## src/rtl/dummy_path_sched_pkg.sv

```systemverilog
`timescale 1ns/1ps
`default_nettype none
// ============================================================================
// Module : dummy_path_sched_pkg
// Brief  : Shared types and helpers for the dummy-DRAM path scheduler.
// Rev    : 1.0  initial release
// ============================================================================
package dummy_path_sched_pkg;

  // Scheduler states, explicit 3-bit encoding
  typedef enum logic [2:0] {
    ST_IDLE     = 3'd0,
    ST_RD_CMD   = 3'd1,
    ST_RD_DRAIN = 3'd2,
    ST_WR_CMD   = 3'd3,
    ST_GAP      = 3'd4
  } sched_state_t;

  // Bursts in one full ORAM path
  function automatic int path_bursts(input int num_buckets, input int bkt_bursts);
    return num_buckets * bkt_bursts;
  endfunction

  // GAP always occupies at least one cycle, even with no idle gap requested
  function automatic int gap_cycles(input int idle_gap);
    return (idle_gap < 1) ? 1 : idle_gap;
  endfunction

endpackage : dummy_path_sched_pkg
`default_nettype wire

```

## src/rtl/dummy_path_sched_burst_credit_tracker.sv

```systemverilog
`timescale 1ns/1ps
`default_nettype none
// ============================================================================
// Module : dummy_path_sched_burst_credit_tracker
// Brief  : Counts read bursts in flight, retires them as BED chunks return,
//          exposes the next-cycle credit check and flags orphan read data.
// Rev    : 1.0  initial release
// ============================================================================
module dummy_path_sched_burst_credit_tracker #(
  parameter int BST_CHUNKS    = 4,
  parameter int MAX_IN_FLIGHT = 30,
  parameter int IFW           = 5
) (
  input  logic           clk,
  input  logic           rst,
  input  logic           clear,
  input  logic           read_fire,
  input  logic           data_valid,
  output logic [IFW-1:0] in_flight,
  output logic           credit_ok,
  output logic           protocol_error
);

  localparam int             CHW        = (BST_CHUNKS > 1) ? $clog2(BST_CHUNKS) : 1;
  localparam logic [CHW-1:0] CHUNK_LAST = CHW'(BST_CHUNKS - 1);
  localparam logic [IFW-1:0] MAX_IF     = IFW'(MAX_IN_FLIGHT);

  logic [CHW-1:0] chunk;
  logic           drop;
  logic           accept;
  logic           retire;
  logic [IFW-1:0] in_flight_d;

  // Classify the incoming chunk and form the next in-flight count.
  // A nonzero chunk count implies at least one burst in flight, so a
  // retire can never underflow.
  always_comb begin
    drop        = data_valid && (in_flight == '0) && (chunk == '0);
    accept      = data_valid && !drop;
    retire      = accept && (chunk == CHUNK_LAST);
    in_flight_d = in_flight;
    if (read_fire && !retire) begin
      in_flight_d = in_flight + 1'b1;
    end else if (!read_fire && retire) begin
      in_flight_d = in_flight - 1'b1;
    end
  end

  // Credit for a command presented next cycle
  assign credit_ok = (in_flight_d < MAX_IF);

  // Chunk counter, in-flight counter and sticky orphan-data flag
  always_ff @(posedge clk) begin
    if (rst) begin
      chunk          <= '0;
      in_flight      <= '0;
      protocol_error <= 1'b0;
    end else begin
      in_flight <= in_flight_d;
      if (accept) begin
        chunk <= retire ? '0 : chunk + 1'b1;
      end
      protocol_error <= (protocol_error && !clear) || drop;
    end
  end

endmodule : dummy_path_sched_burst_credit_tracker
`default_nettype wire

```

## src/rtl/dummy_path_sched.sv

```systemverilog
`timescale 1ns/1ps
`default_nettype none
// ============================================================================
// Module : dummy_path_sched
// Brief  : Drives the dummy-DRAM traffic generator as a stand-in ORAM
//          backend: per access, one path of read bursts (credit throttled),
//          drain of returned data, then one path of writeback bursts.
// Rev    : 1.0  initial release
// ============================================================================
module dummy_path_sched
  import dummy_path_sched_pkg::*;
#(
  parameter  int NUM_BUCKETS   = 32,
  parameter  int BKT_BURSTS    = 6,
  parameter  int BST_CHUNKS    = 4,
  parameter  int MAX_IN_FLIGHT = 30,
  parameter  int IDLE_GAP      = 0,
  parameter  int CNT_WIDTH     = 16,
  localparam int PATH_BURSTS   = path_bursts(NUM_BUCKETS, BKT_BURSTS),
  localparam int PW            = $clog2(PATH_BURSTS)
) (
  input  logic                 Clock,
  input  logic                 Reset,
  input  logic                 Start,
  input  logic [CNT_WIDTH-1:0] NumAccesses,
  output logic                 Busy,
  output logic                 Done,
  output logic [CNT_WIDTH-1:0] AccessCount,
  output logic                 DRAMCommandValid,
  input  logic                 DRAMCommandReady,
  output logic                 DRAMCommandRead,
  output logic [PW-1:0]        DRAMCommandOffset,
  input  logic                 DRAMReadDataValid,
  output logic                 ProtocolError
);

  localparam int             IFW        = $clog2(MAX_IN_FLIGHT + 1);
  localparam int             GAP_CYC    = gap_cycles(IDLE_GAP);
  localparam int             GW         = (GAP_CYC > 1) ? $clog2(GAP_CYC) : 1;
  localparam logic [PW-1:0]  OFF_LAST   = PW'(PATH_BURSTS - 1);
  localparam logic [GW-1:0]  GAP_LAST   = GW'(GAP_CYC - 1);

  sched_state_t         state;
  logic [CNT_WIDTH-1:0] target;
  logic [CNT_WIDTH-1:0] acc_inc;
  logic [GW-1:0]        gap_cnt;
  logic [IFW-1:0]       in_flight;
  logic                 credit_ok;
  logic                 fire;
  logic                 read_fire;
  logic                 run_clear;

  assign fire      = DRAMCommandValid && DRAMCommandReady;
  assign read_fire = fire && (state == ST_RD_CMD);
  assign run_clear = (state == ST_IDLE) && Start;
  assign acc_inc   = AccessCount + 1'b1;

  dummy_path_sched_burst_credit_tracker #(
    .BST_CHUNKS    (BST_CHUNKS),
    .MAX_IN_FLIGHT (MAX_IN_FLIGHT),
    .IFW           (IFW)
  ) u_credit (
    .clk            (Clock),
    .rst            (Reset),
    .clear          (run_clear),
    .read_fire      (read_fire),
    .data_valid     (DRAMReadDataValid),
    .in_flight      (in_flight),
    .credit_ok      (credit_ok),
    .protocol_error (ProtocolError)
  );

  // Sequencer: state, command offset, access counter and registered outputs
  always_ff @(posedge Clock) begin
    if (Reset) begin
      state             <= ST_IDLE;
      target            <= '0;
      gap_cnt           <= '0;
      Busy              <= 1'b0;
      Done              <= 1'b0;
      AccessCount       <= '0;
      DRAMCommandValid  <= 1'b0;
      DRAMCommandRead   <= 1'b0;
      DRAMCommandOffset <= '0;
    end else begin
      Done <= 1'b0;
      case (state)
        ST_IDLE: begin
          if (Start) begin
            if (NumAccesses == '0) begin
              Done <= 1'b1;
            end else begin
              target            <= NumAccesses;
              AccessCount       <= '0;
              DRAMCommandOffset <= '0;
              DRAMCommandRead   <= 1'b1;
              Busy              <= 1'b1;
              state             <= ST_RD_CMD;
            end
          end
        end

        ST_RD_CMD: begin
          // Once raised, Valid holds until fired; credit only gates raising it
          if (fire) begin
            if (DRAMCommandOffset == OFF_LAST) begin
              DRAMCommandOffset <= '0;
              DRAMCommandValid  <= 1'b0;
              state             <= ST_RD_DRAIN;
            end else begin
              DRAMCommandOffset <= DRAMCommandOffset + 1'b1;
              DRAMCommandValid  <= credit_ok;
            end
          end else begin
            DRAMCommandValid <= DRAMCommandValid || credit_ok;
          end
        end

        ST_RD_DRAIN: begin
          if (in_flight == '0) begin
            DRAMCommandValid <= 1'b1;
            DRAMCommandRead  <= 1'b0;
            state            <= ST_WR_CMD;
          end
        end

        ST_WR_CMD: begin
          if (fire) begin
            if (DRAMCommandOffset == OFF_LAST) begin
              DRAMCommandOffset <= '0;
              DRAMCommandValid  <= 1'b0;
              AccessCount       <= acc_inc;
              if (acc_inc == target) begin
                Done  <= 1'b1;
                Busy  <= 1'b0;
                state <= ST_IDLE;
              end else begin
                gap_cnt <= '0;
                state   <= ST_GAP;
              end
            end else begin
              DRAMCommandOffset <= DRAMCommandOffset + 1'b1;
            end
          end
        end

        ST_GAP: begin
          if (gap_cnt == GAP_LAST) begin
            DRAMCommandRead <= 1'b1;
            state           <= ST_RD_CMD;
          end else begin
            gap_cnt <= gap_cnt + 1'b1;
          end
        end

        default: state <= ST_IDLE;
      endcase
    end
  end

endmodule : dummy_path_sched
`default_nettype wire

```

## config.mk

```make
export PLATFORM = sky130hd
export DESIGN_NAME = dummy_path_sched
export DESIGN_NICKNAME = d
export VERILOG_FILES = /design/src/rtl/dummy_path_sched_pkg.sv /design/src/rtl/dummy_path_sched_burst_credit_tracker.sv /design/src/rtl/dummy_path_sched.sv
export SDC_FILE = /design/constraint.sdc
export NUM_CORES = 1
export LEC_CHECK = 0
export BUFFER_PORTS_ARGS = -buffer_cell sky130_fd_sc_hd__buf_2
export CORE_MARGIN = 2
export CORE_UTILIZATION = 30
export CTS_CLUSTER_DIAMETER = 150
export CTS_CLUSTER_SIZE = 25
export DETAILED_ROUTE_END_ITERATION = 10
export GPL_ROUTABILITY_DRIVEN = 0
export PLACE_DENSITY_LB_ADDON = 0.15
export SYNTH_ARGS = -nofsm -noshare
export SYNTH_HDL_FRONTEND = slang
export SYNTH_SLANG_ARGS = --single-unit
```

## constraint.sdc

```tcl
create_clock -name Clock -period 3.9 [get_ports Clock]
set_input_delay 0.585 -clock Clock [delete_from_list [all_inputs] [get_ports Clock]]
set_output_delay 0.585 -clock Clock [all_outputs]
set_load 0.05 [all_outputs]
```

==> run summary <==
Fin crit share: 0.8187
Via density: 5.189
Sinks on Clock Net: 55
Top FF cell, synth: dfxtp_1
Number of synthesized flops with an enable pin: 0
Layout Cells excl Fill: 561
Register area: 1101 um^2
Worst Max-Slew Pin Slew: 0.9350 ns
Detailed Route WL: 8456 um
Initial DRC count: 112
Largest net degree at the start of global routing: 50
CTS resizes: 0
Min Tclk post-route: 3.193 ns
Wire per inst: 15.07 um
First-pass DRT Iterations: 5
Post-route ant nets: 0
Cell accounting for the most synthesized area: dfxtp_1
Worst EP arrival: 3.36 ns
Met3 WL post-DR: 327 um
Syn_nets: 421
Nets: 453
Multi-input logic area: 1928 um^2
Global-route wire length before repair: 13880 um
Reg2reg start: u_credit.in_flight[0]
Critical path's slowest cell: or4_1
Max stage delay on crit path: 0.50 ns
Worst-Skew Late Latency: 0.32 ns
Synth warn: 0
FILL cells: 1087
TritonCTS Buffers: 5
Fmax: 0.3132 GHz
Async set-reset flop share out of synthesis: 0
Sequential power share: 0.526
Worst vdd ir: 0.1441 mV
Diode count: 0
Grt ovf: 0
Fin. Hold Viols: 0
Htree depth: 2
CTS clk-pin slew, worst paths: 0.11 ns
Total GRT Usage: 0.1522
Gate power share: 0.105
Relative slew slack: 0.3767
Endpoint type of the worst setup path: flop
Yosys reg bits: 55
Mapped cell area: 3193 um^2
# DRC: 0
Syn-to-layout area delta: 13.91%
Mapped Avg Cell Area: 8.146 um^2
IO Port Bufs: 49
Seq/Total Area, Yosys: 0.3448
Row count: 37
Top Metal Used: met4
Max-cap violation count: 0
Synth Instances: 392
# placed instances: 553
DIE HEIGHT: 107.2 um
Leak: 1.404 nW
Antenna violations before repair: 0
Setup tns final: 0 ns
Crit-path max FO: 7
I/O pin count: 50
Pwr Density: 309.5 nW/um^2
Core area: 10320 um^2
Initial core utilization: 0.3093
Final max-slew violation count: 0
DP Wirelength: 6176 um
Net Sw Frac: 0.2619
Int Power: 0.8308 mW
Vias in the first global route: 2740
Status: completed
CP Launch Type: flop
Full die area: 11480 um^2
Die Wd: 107.2 um
Worst Hold Launch: target[11]
Vias: 2911
Leading post-synthesis cells by cell area: dfxtp_1 34%, xnor2_1 7.1%, a21oi_1 6.3%
Layout cells sized above 1: 0.1741
Clk pwr share: 0.369
Clk root buf: clkbuf_8
RSZ-0062 raised after global routing: false
CP required: 4.06 ns
Sw Pwr: 0.2948 mW
Worst-path cell chain: inv_1 -> ha_1 -> nor4b_1 -> buf_4 -> a21boi_0 -> nand2_1 -> ha_1 -> nand3b_1 -> nand2_1 -> xnor2_1 -> or4_1 -> o31ai_1 -> a211oi_1
WL met1: 4267 um
Worst setup path start: u_credit.in_flight[0]
Setup Skew: 0.008910 ns
Worst hold path type: flop to flop
Met2 routed WL: 3770 um
# Post-CTS Setup Buffers: 0
Setup CP Type: flop to flop
Hold_buf cts: 0
Top-area cell type share of the netlist area: 0.3448
Setup violations, final: 0
CTS tree: yes
Max clock buf depth: 2
Synth cell types: 56
power by group through the flow:
| stage | registers, mW | logic, mW | clock network (mW) |
|---|---|---|---|
| floorplan | 0.614 | 0.0715 | 0 |
| global placement | 0.605 | 0.120 | 0 |
| detailed placement | 0.605 | 0.120 | 0 |
| CTS | 0.592 | 0.120 | 0.432 |
| global route | 0.595 | 0.132 | 0.457 |
| finish | 0.592 | 0.118 | 0.415 |
routing by layer:
metal,vias up,track usage
li1,1484,-
met1,1369,0.2167
met2,53,0.2333
met3,5,0.02796
met4,0,0.04453
met5,-,0
placed cells by master (no fill, tap or decap), types with 2 or more instances in the layout:
master / instances
a211oi_1: 3
a21oi_1: 40
a221oi_1: 2
a311oi_1: 8
a31oi_1: 2
a41oi_1: 2
and3_1: 6
buf_2: 49
buf_4: 4
clkbuf_8: 6
dfxtp_1: 55
ha_1: 8
inv_1: 11
nand2_1: 36
nand2b_1: 5
nand3_1: 27
nand3b_1: 4
nand4_1: 8
nor2_1: 36
nor2b_1: 3
nor3_1: 17
nor4_1: 10
nor4_2: 2
nor4_4: 3
nor4b_1: 2
o211a_1: 6
o21ai_0: 6
o31ai_1: 2
or3_1: 2
or4_1: 2
xnor2_1: 26
xor2_1: 7
critical path: cells and delay by family, from the launching register on:
family / cells / cell delay [ns]
simple gates: 5 / 1.08
fa+ha+maj: 2 / 0.51
xor+xnor: 1 / 0.07
flops: 1 / 0.42
buf+inv: 2 / 0.22
compound gates: 3 / 0.75
through the flow:
stage / area [um^2] / total power, mW / setup slack (ns) / util / hold slack, ns
6_report: 3637 / 1.126 / 0.7072 / 0.3523 / 0.4787
5_1_grt: 3637 / 1.184 / 0.3532 / 0.3523 / 0.4994
4_1_cts: 3637 / 1.144 / 0.6798 / 0.3523 / 0.4863
3_5_place_dp: 3516 / 0.7244 / 0.7112 / 0.3406 / 0.4696
3_3_place_gp: 3516 / 0.7242 / 0.8227 / 0.3406 / 0.4634
2_1_floorplan: 3193 / 0.6851 / 1.083 / - / 0.4481
cells by family (layout without fill, tap and decap cells):
group	after synthesis	count (layout)	share of synthesized area
AO/OA/AOI/OAI	83	83	0.1720
flip-flops	55	55	0.3448
XOR/XNOR	33	33	0.09052
multiplexers	2	2	0.007836
AND/OR/NAND/NOR	172	172	0.3021
buffers and inverters	39	72	0.05133
adder cells (fa/ha/maj)	8	8	0.03135
synthesized netlist by cell type, types with 7 or more instances:
cell	instances
a21oi_1	40
xor2_1	7
dfxtp_1	55
nand4_1	8
buf_2	7
nor4_1	10
inv_1	11
nand3_1	27
xnor2_1	26
nor3_1	17
a311oi_1	8
ha_1	8
nand2_1	36
clkbuf_1	16
nor2_1	36
layout make-up:
| cell class | count | area share |
|---|---|---|
| Multi-Input combinational cell | 298 | 0.5301 |
| Sequential cell | 55 | 0.3027 |
| Timing Repair Buffer | 53 | 0.07568 |
| Tap cell | 136 | 0.04678 |
| Clock buffer | 6 | 0.02270 |
| Inverter | 11 | 0.01135 |
| Clock inverter | 2 | 0.01066 |
path summary, 6_finish.rpt:
check / depth (start not counted) / to / slack [ns]
hold reg to reg: 2 / target[11] / 0.48
setup reg to reg: 13 / DRAMCommandValid / 0.71
setup / recovery: 13 / DRAMCommandValid / 0.71
hold / removal: 2 / target[11] / 0.48
flip-flops by register name, indices dropped and copies added (netlist names):
name and count:
AccessCount 16, Busy 1, DRAMCommandOffset 8, DRAMCommandRead 1
DRAMCommandValid 1, Done 1, state 3, target 16
u_credit.chunk 2, u_credit.in_flight 5, u_credit.protocol_error 1
Power figures use the tool's default switching activity.
